$ cat src/rtl/motor_pkg.sv
// Shared motor-control types and helpers: position count width, velocity FSM states,
// and a signed saturation helper used by the velocity and current-sense datapaths.
// No ports; pure package.
package motor_pkg;

  localparam int COUNT_W = 24;

  typedef enum logic {
    ST_PRIME,
    ST_RUN
  } vel_state_t;

  // Clamp a COUNT_W-bit signed value into the signed range of 'width' bits.
  // The result stays COUNT_W bits wide (sign-extended); callers truncate to 'width'.
  function automatic logic signed [COUNT_W-1:0] sat_signed(
    input logic signed [COUNT_W-1:0] v,
    input int                        width
  );
    logic signed [COUNT_W-1:0] hi;
    logic signed [COUNT_W-1:0] lo;
    hi = $signed({1'b0, {(COUNT_W-1){1'b1}}}) >>> (COUNT_W - width);
    lo = ~hi;
    if (v > hi)      return hi;
    else if (v < lo) return lo;
    else             return v;
  endfunction

endpackage

$ cat src/rtl/vel_avg_ring.sv
// Moving average over the last 2**AVG_LOG2 pushed samples via ring buffer + running sum.
// Latency: avg registered 1 cycle after push. Backpressure: none, push is accepted every cycle.
// Ports: clk, rst_n (async low), clear (sync), push, din[OUT_W] signed, avg[OUT_W] signed.
module vel_avg_ring
  import motor_pkg::*;
#(
  parameter int OUT_W    = 16,
  parameter int AVG_LOG2 = 2
) (
  input  logic             clk,
  input  logic             rst_n,
  input  logic             clear,
  input  logic             push,
  input  logic [OUT_W-1:0] din,
  output logic [OUT_W-1:0] avg
);

  localparam int DEPTH = 1 << AVG_LOG2;
  localparam int SUM_W = OUT_W + AVG_LOG2;

  logic [OUT_W-1:0]        ring_q [DEPTH];
  logic [OUT_W-1:0]        ring_d [DEPTH];
  logic [AVG_LOG2-1:0]     wp_q, wp_d;
  logic signed [SUM_W-1:0] sum_q, sum_d, sum_next;
  logic [OUT_W-1:0]        avg_q, avg_d;

  always_comb begin
    ring_d = ring_q;
    wp_d   = wp_q;
    sum_d  = sum_q;
    avg_d  = avg_q;
    // Slot at wp_q holds the oldest sample; it is replaced by din.
    sum_next = sum_q + SUM_W'($signed(din)) - SUM_W'($signed(ring_q[wp_q]));
    if (clear) begin
      for (int i = 0; i < DEPTH; i++) ring_d[i] = '0;
      wp_d  = '0;
      sum_d = '0;
      avg_d = '0;
    end else if (push) begin
      ring_d[wp_q] = din;
      wp_d         = wp_q + AVG_LOG2'(1);
      sum_d        = sum_next;
      // Arithmetic shift: floor division, rounds toward -inf.
      avg_d        = OUT_W'(sum_next >>> AVG_LOG2);
    end
  end

  always_ff @(posedge clk or negedge rst_n) begin
    if (!rst_n) begin
      for (int i = 0; i < DEPTH; i++) ring_q[i] <= '0;
      wp_q  <= '0;
      sum_q <= '0;
      avg_q <= '0;
    end else begin
      ring_q <= ring_d;
      wp_q   <= wp_d;
      sum_q  <= sum_d;
      avg_q  <= avg_d;
    end
  end

  assign avg = avg_q;

endmodule

$ cat src/rtl/quad_velocity.sv
// Samples the quadrature position once per period; outputs saturated velocity, its moving average, stall flag.
// Latency: sample tick at cycle T -> registered results with vel_valid strobe at T+1. Backpressure: none.
// Ports: clk, rst_n (async low), count[24], clear (sync) in; velocity, velocity_avg [OUT_W] signed, vel_valid, stalled out.
module quad_velocity
  import motor_pkg::*;
#(
  parameter int CLK_FREQ_HZ   = 32_000_000,
  parameter int SAMPLE_HZ     = 1000,
  parameter int OUT_W         = 16,
  parameter int AVG_LOG2      = 2,
  parameter int STALL_WINDOWS = 50
) (
  input  logic               clk,
  input  logic               rst_n,
  input  logic [COUNT_W-1:0] count,
  input  logic               clear,
  output logic [OUT_W-1:0]   velocity,
  output logic [OUT_W-1:0]   velocity_avg,
  output logic               vel_valid,
  output logic               stalled
);

  localparam int TICKS  = CLK_FREQ_HZ / SAMPLE_HZ;
  localparam int TICK_W = (TICKS > 1) ? $clog2(TICKS) : 1;
  localparam int ZR_W   = $clog2(STALL_WINDOWS + 1);

  logic [TICK_W-1:0]  tick_cnt_q, tick_cnt_d;
  vel_state_t         state_q, state_d;
  logic [COUNT_W-1:0] count_prev_q, count_prev_d;
  logic [OUT_W-1:0]   velocity_q, velocity_d;
  logic               vel_valid_q, vel_valid_d;
  logic               stalled_q, stalled_d;
  logic [ZR_W-1:0]    zero_run_q, zero_run_d;

  logic               tick;
  logic               push;
  logic [COUNT_W-1:0] delta;

  assign tick  = (tick_cnt_q == TICK_W'(TICKS - 1));
  // Modular subtraction makes decoder wrap-around come out as a small signed step.
  assign delta = count - count_prev_q;
  assign push  = tick && (state_q == ST_RUN) && !clear;

  always_comb begin
    tick_cnt_d   = tick ? '0 : tick_cnt_q + TICK_W'(1);
    state_d      = state_q;
    count_prev_d = count_prev_q;
    velocity_d   = velocity_q;
    vel_valid_d  = 1'b0;
    stalled_d    = stalled_q;
    zero_run_d   = zero_run_q;
    if (clear) begin
      tick_cnt_d = '0;
      state_d    = ST_PRIME;
      velocity_d = '0;
      stalled_d  = 1'b0;
      zero_run_d = '0;
    end else if (tick) begin
      count_prev_d = count;
      case (state_q)
        ST_PRIME: state_d = ST_RUN;
        ST_RUN: begin
          velocity_d  = OUT_W'(sat_signed($signed(delta), OUT_W));
          vel_valid_d = 1'b1;
          if (delta != '0)                               zero_run_d = '0;
          else if (zero_run_q != ZR_W'(STALL_WINDOWS))   zero_run_d = zero_run_q + ZR_W'(1);
          stalled_d   = (zero_run_d == ZR_W'(STALL_WINDOWS));
        end
        default: state_d = ST_PRIME;
      endcase
    end
  end

  always_ff @(posedge clk or negedge rst_n) begin
    if (!rst_n) begin
      tick_cnt_q   <= '0;
      state_q      <= ST_PRIME;
      count_prev_q <= '0;
      velocity_q   <= '0;
      vel_valid_q  <= 1'b0;
      stalled_q    <= 1'b0;
      zero_run_q   <= '0;
    end else begin
      tick_cnt_q   <= tick_cnt_d;
      state_q      <= state_d;
      count_prev_q <= count_prev_d;
      velocity_q   <= velocity_d;
      vel_valid_q  <= vel_valid_d;
      stalled_q    <= stalled_d;
      zero_run_q   <= zero_run_d;
    end
  end

  // The ring receives the same saturated value that goes out on velocity.
  vel_avg_ring #(
    .OUT_W   (OUT_W),
    .AVG_LOG2(AVG_LOG2)
  ) u_avg (
    .clk  (clk),
    .rst_n(rst_n),
    .clear(clear),
    .push (push),
    .din  (OUT_W'(sat_signed($signed(delta), OUT_W))),
    .avg  (velocity_avg)
  );

  assign velocity  = velocity_q;
  assign vel_valid = vel_valid_q;
  assign stalled   = stalled_q;

endmodule

$ cat config.mk
export PLATFORM = sky130hd
export DESIGN_NAME = quad_velocity
export DESIGN_NICKNAME = d
export VERILOG_FILES = /design/src/rtl/motor_pkg.sv /design/src/rtl/vel_avg_ring.sv /design/src/rtl/quad_velocity.sv
export SDC_FILE = /design/constraint.sdc
export NUM_CORES = 1
export LEC_CHECK = 0
export ABC_AREA = 1
export CAP_MARGIN = 20
export CORE_ASPECT_RATIO = 1.5
export CORE_MARGIN = 4
export CORE_UTILIZATION = 40
export CTS_CLUSTER_SIZE = 10
export DETAILED_ROUTE_END_ITERATION = 10
export DONT_BUFFER_PORTS = 1
export GPL_TIMING_DRIVEN = 1
export SETUP_SLACK_MARGIN = 0.4
export SYNTH_ARGS = -nofsm -noshare
export SYNTH_HDL_FRONTEND = slang
export SYNTH_SLANG_ARGS = --single-unit
$ cat constraint.sdc
create_clock -name clk -period 10.6 [get_ports clk]
set_input_delay 2.12 -clock clk [delete_from_list [all_inputs] [get_ports clk]]
set_output_delay 2.12 -clock clk [all_outputs]
set_load 0.01 [all_outputs]
==> flow_summary.yaml <==
status:
  run_status: "completed"
clock_network:
  cts-htree-levels: 4
  root_buffer: "clkbuf_16"
  cts_tree: "yes"
  postCtsSetupBuffers: 0
  cts.path.max_buffers: 2
  cts_buffers: 17
  cts.repair.resized: 0
  clk_pin_slew_worst_paths_ps: 60
  clock_latency_ps: 430
  cts_num_sinks: 148
  cts_hold_buffers: 0
drt:
  dr.first_iter.drc_count: 577
  wire_per_inst_um: 15.68
  firstDrtPassIters: 5
  via_per_inst: 5.090
  vias: 8460
  ant_nets: 0
  drc: 0
  routed_wl_mm: 26.05
grt:
  antenna_found_initial: 1
  grt_overflow_total: 0
  grt_max_degree: 149
  grt_pass1_vias: 8276
  grt_pass1_wl_mm: 42.16
  grtUsageTotal: 0.1962
cells_and_area:
  fill_cells: 2578
  postLayoutCoreUtil: 0.4349
  design_area_um2: 10590
  areaGrowthSynthToFinish_pct: 7.685
  final_layout_size_suffix_gt1_frac: 0.05161
  layout_commonest_cell: "nand2_1"
  fin_nets: 1419
  layout_common_cells: "nand2_1 (490), inv_1 (173), dfrtp_1 (148)"
logic_synthesis:
  synth_compound_area_frac: 0.09976
  synth_top_family_by_area: "simple AND/OR/NAND/NOR gates"
  synth_mux_area_frac: 0
  synth_seq_cells: 148
  yosysWarnings: 0
  synth_edf_count: 0
  synth_fp_nets: 1453
  yosys.cell_types.count: 45
  synthCells: 1360
  synth-simple-area-share: 0.3073
  async_flop_share: 1.000
  ys_dominant_reg_cell: "dfrtp_1"
  ys_seq_area_frac: 0.3766
  synth_area_um2: 9833
  synthAdderAreaFrac: 0.09772
  postSynthAreaPerCell_um2: 7.230
  synth-xor-area-share: 0.02138
timing:
  rsz0062_at_grt: "false"
  fmaxAchievable_mhz: 151.6
  hold_viol: 0
  slew_violations: 0
  tns_ps: 0
  period_needed_ps: 6597
  finClkSkew_ps: 14.32
  holdWs_ps: 462.8
  max_slew_margin: 0.3018
  min_period_over_period: 0.6224
  worstMarginPinSlew_ps: 1047
  setup_viol: 0
die:
  boundaryPins: 61
  core_area_um2: 24350
  die-height_um: 200.0
  start_util: 0.4039
  num_rows: 70
  dieWidth_um: 136.0
  dieArea_um2: 27210
power:
  finalPower_mw: 1.650
  power_density_nw_per_um2: 155.9
  vdd_drop_max_v: 0.0001031
  leakage_nw: 5.496
worst_setup_path:
  start_kind: "primary input"
  max_stage_delay_ps: 550
  reg2reg_from: "count_prev_q[0]"
  crit_path_start: "count[0]"
  worst-path-max-fanout: 15
  worst_path_most_repeated_cell: "nand2_1"
  arrival_ps: 6930
  cp.required_ps: 10930
  crit_type: "primary input to register"
  end_kind: "register"
  crit_slowest_cell: "fa_1"
  r2r_setup_slack_ps: 5350
min_path:
  hold_path_class: "register to register"
  min-delay-start: "tick_cnt_q[0]"
placed_design:
  hpwl_mm: 18.77
  io_buffers: 0
  placed_cell_area_um2: 9973
  gp_congestion: 0.8869
job:
  maxCapViolations: 0
==> path summary, 6_finish.rpt <==
kind | endpoint | depth (start not counted)
min reg2reg | tick_cnt_q[0] | 1
max | u_avg.avg[14] | 31
max reg2reg | u_avg.avg[14] | 30
min in group asynchronous | velocity[2] | 0
min | tick_cnt_q[0] | 1
max in group asynchronous | u_avg.avg[13] | 0
==> critical path, delay by kind of cell <==
family	cells	cell delay, ps
and+or+nand+nor	20	2200
adders and majority gates	4	1620
buffers and inverters	4	280
AOI/OAI and AO/OA	3	690
==> stage by stage <==
step                      cells  worst slack (ps)
final                      1662              4003
after global routing       1662              3502
after CTS                  1661              3984
after detailed placement   1631              3573
after global placement     1631              3690
after floorplan            1360              4285
==> flip-flops by register name, summed over array words and instances (netlist names) <==
| name | cells |
|---|---|
| state_q | 1 |
| u_avg.sum_q | 2 |
| stalled | 1 |
| u_avg.wp_q | 2 |
| count_prev_q | 24 |
| tick_cnt_q | 15 |
| vel_valid | 1 |
| u_avg.avg | 16 |
| velocity | 16 |
| zero_run_q | 6 |
| u_avg.ring_q | 64 |
==> final cells by class <==
class | count | area [um2] | share of cell area
antenna | 1 | 2.502 | 0.0002363
clock buffer | 20 | 456.7 | 0.04313
timing repair buffer | 2 | 15.01 | 0.001418
tap | 324 | 405.4 | 0.03828
multi-input combinational | 981 | 5189 | 0.4900
inverter | 176 | 660.6 | 0.06239
sequential | 148 | 3704 | 0.3498
clock inverter | 10 | 156.4 | 0.01477
==> synthesized netlist by cell type, types with 4 or more instances <==
cell,instances,area [um2]
nand2_4,12,135.1
dfrtp_1,148,3704
nor3_1,7,35.03
nand4_1,9,56.30
nor2_4,4,45.04
a32o_1,9,90.09
buf_1,7,26.28
a21oi_1,64,320.3
nand3b_1,5,37.54
o21ai_0,79,395.4
buf_2,4,20.02
buf_4,18,135.1
clkbuf_1,25,93.84
nor2_1,81,304.0
fa_1,18,360.4
xor2_1,12,105.1
nand3_1,88,440.4
ha_1,48,600.6
xnor2_1,12,105.1
nor2_2,4,25.02
nand2_2,8,50.05
inv_1,173,649.4
nand2_1,490,1839
==> layer usage <==
layer | vias up | routed length (um) | GRT usage
li1 | 4202 | - | -
met1 | 3994 | 10550 | 0.2273
met2 | 202 | 13280 | 0.3463
met3 | 62 | 1115 | 0.03410
met4 | 0 | 1107 | 0.1005
met5 | - | 0 | 0
==> kinds of logic (layout without fill, tap and decap cells) <==
| family | count (synthesis) | in the layout |
|---|---|---|
| XOR/XNOR | 24 | 24 |
| buffers and inverters | 231 | 208 |
| flip-flops | 148 | 148 |
| adder cells (fa/ha/maj) | 66 | 66 |
| AO/OA/AOI/OAI | 176 | 176 |
| other | 0 | 1 |
| AND/OR/NAND/NOR | 715 | 715 |
==> power by group <==
part	total, mW	internal [mW]	switching, mW	leakage, nW
logic	0.435	0.144	0.290	3.20
registers	0.574	0.572	0.00225	2.00
clock network	0.642	0.402	0.240	0.301
total	1.65	1.12	0.532	5.50
(Power assumes the default switching activity.)
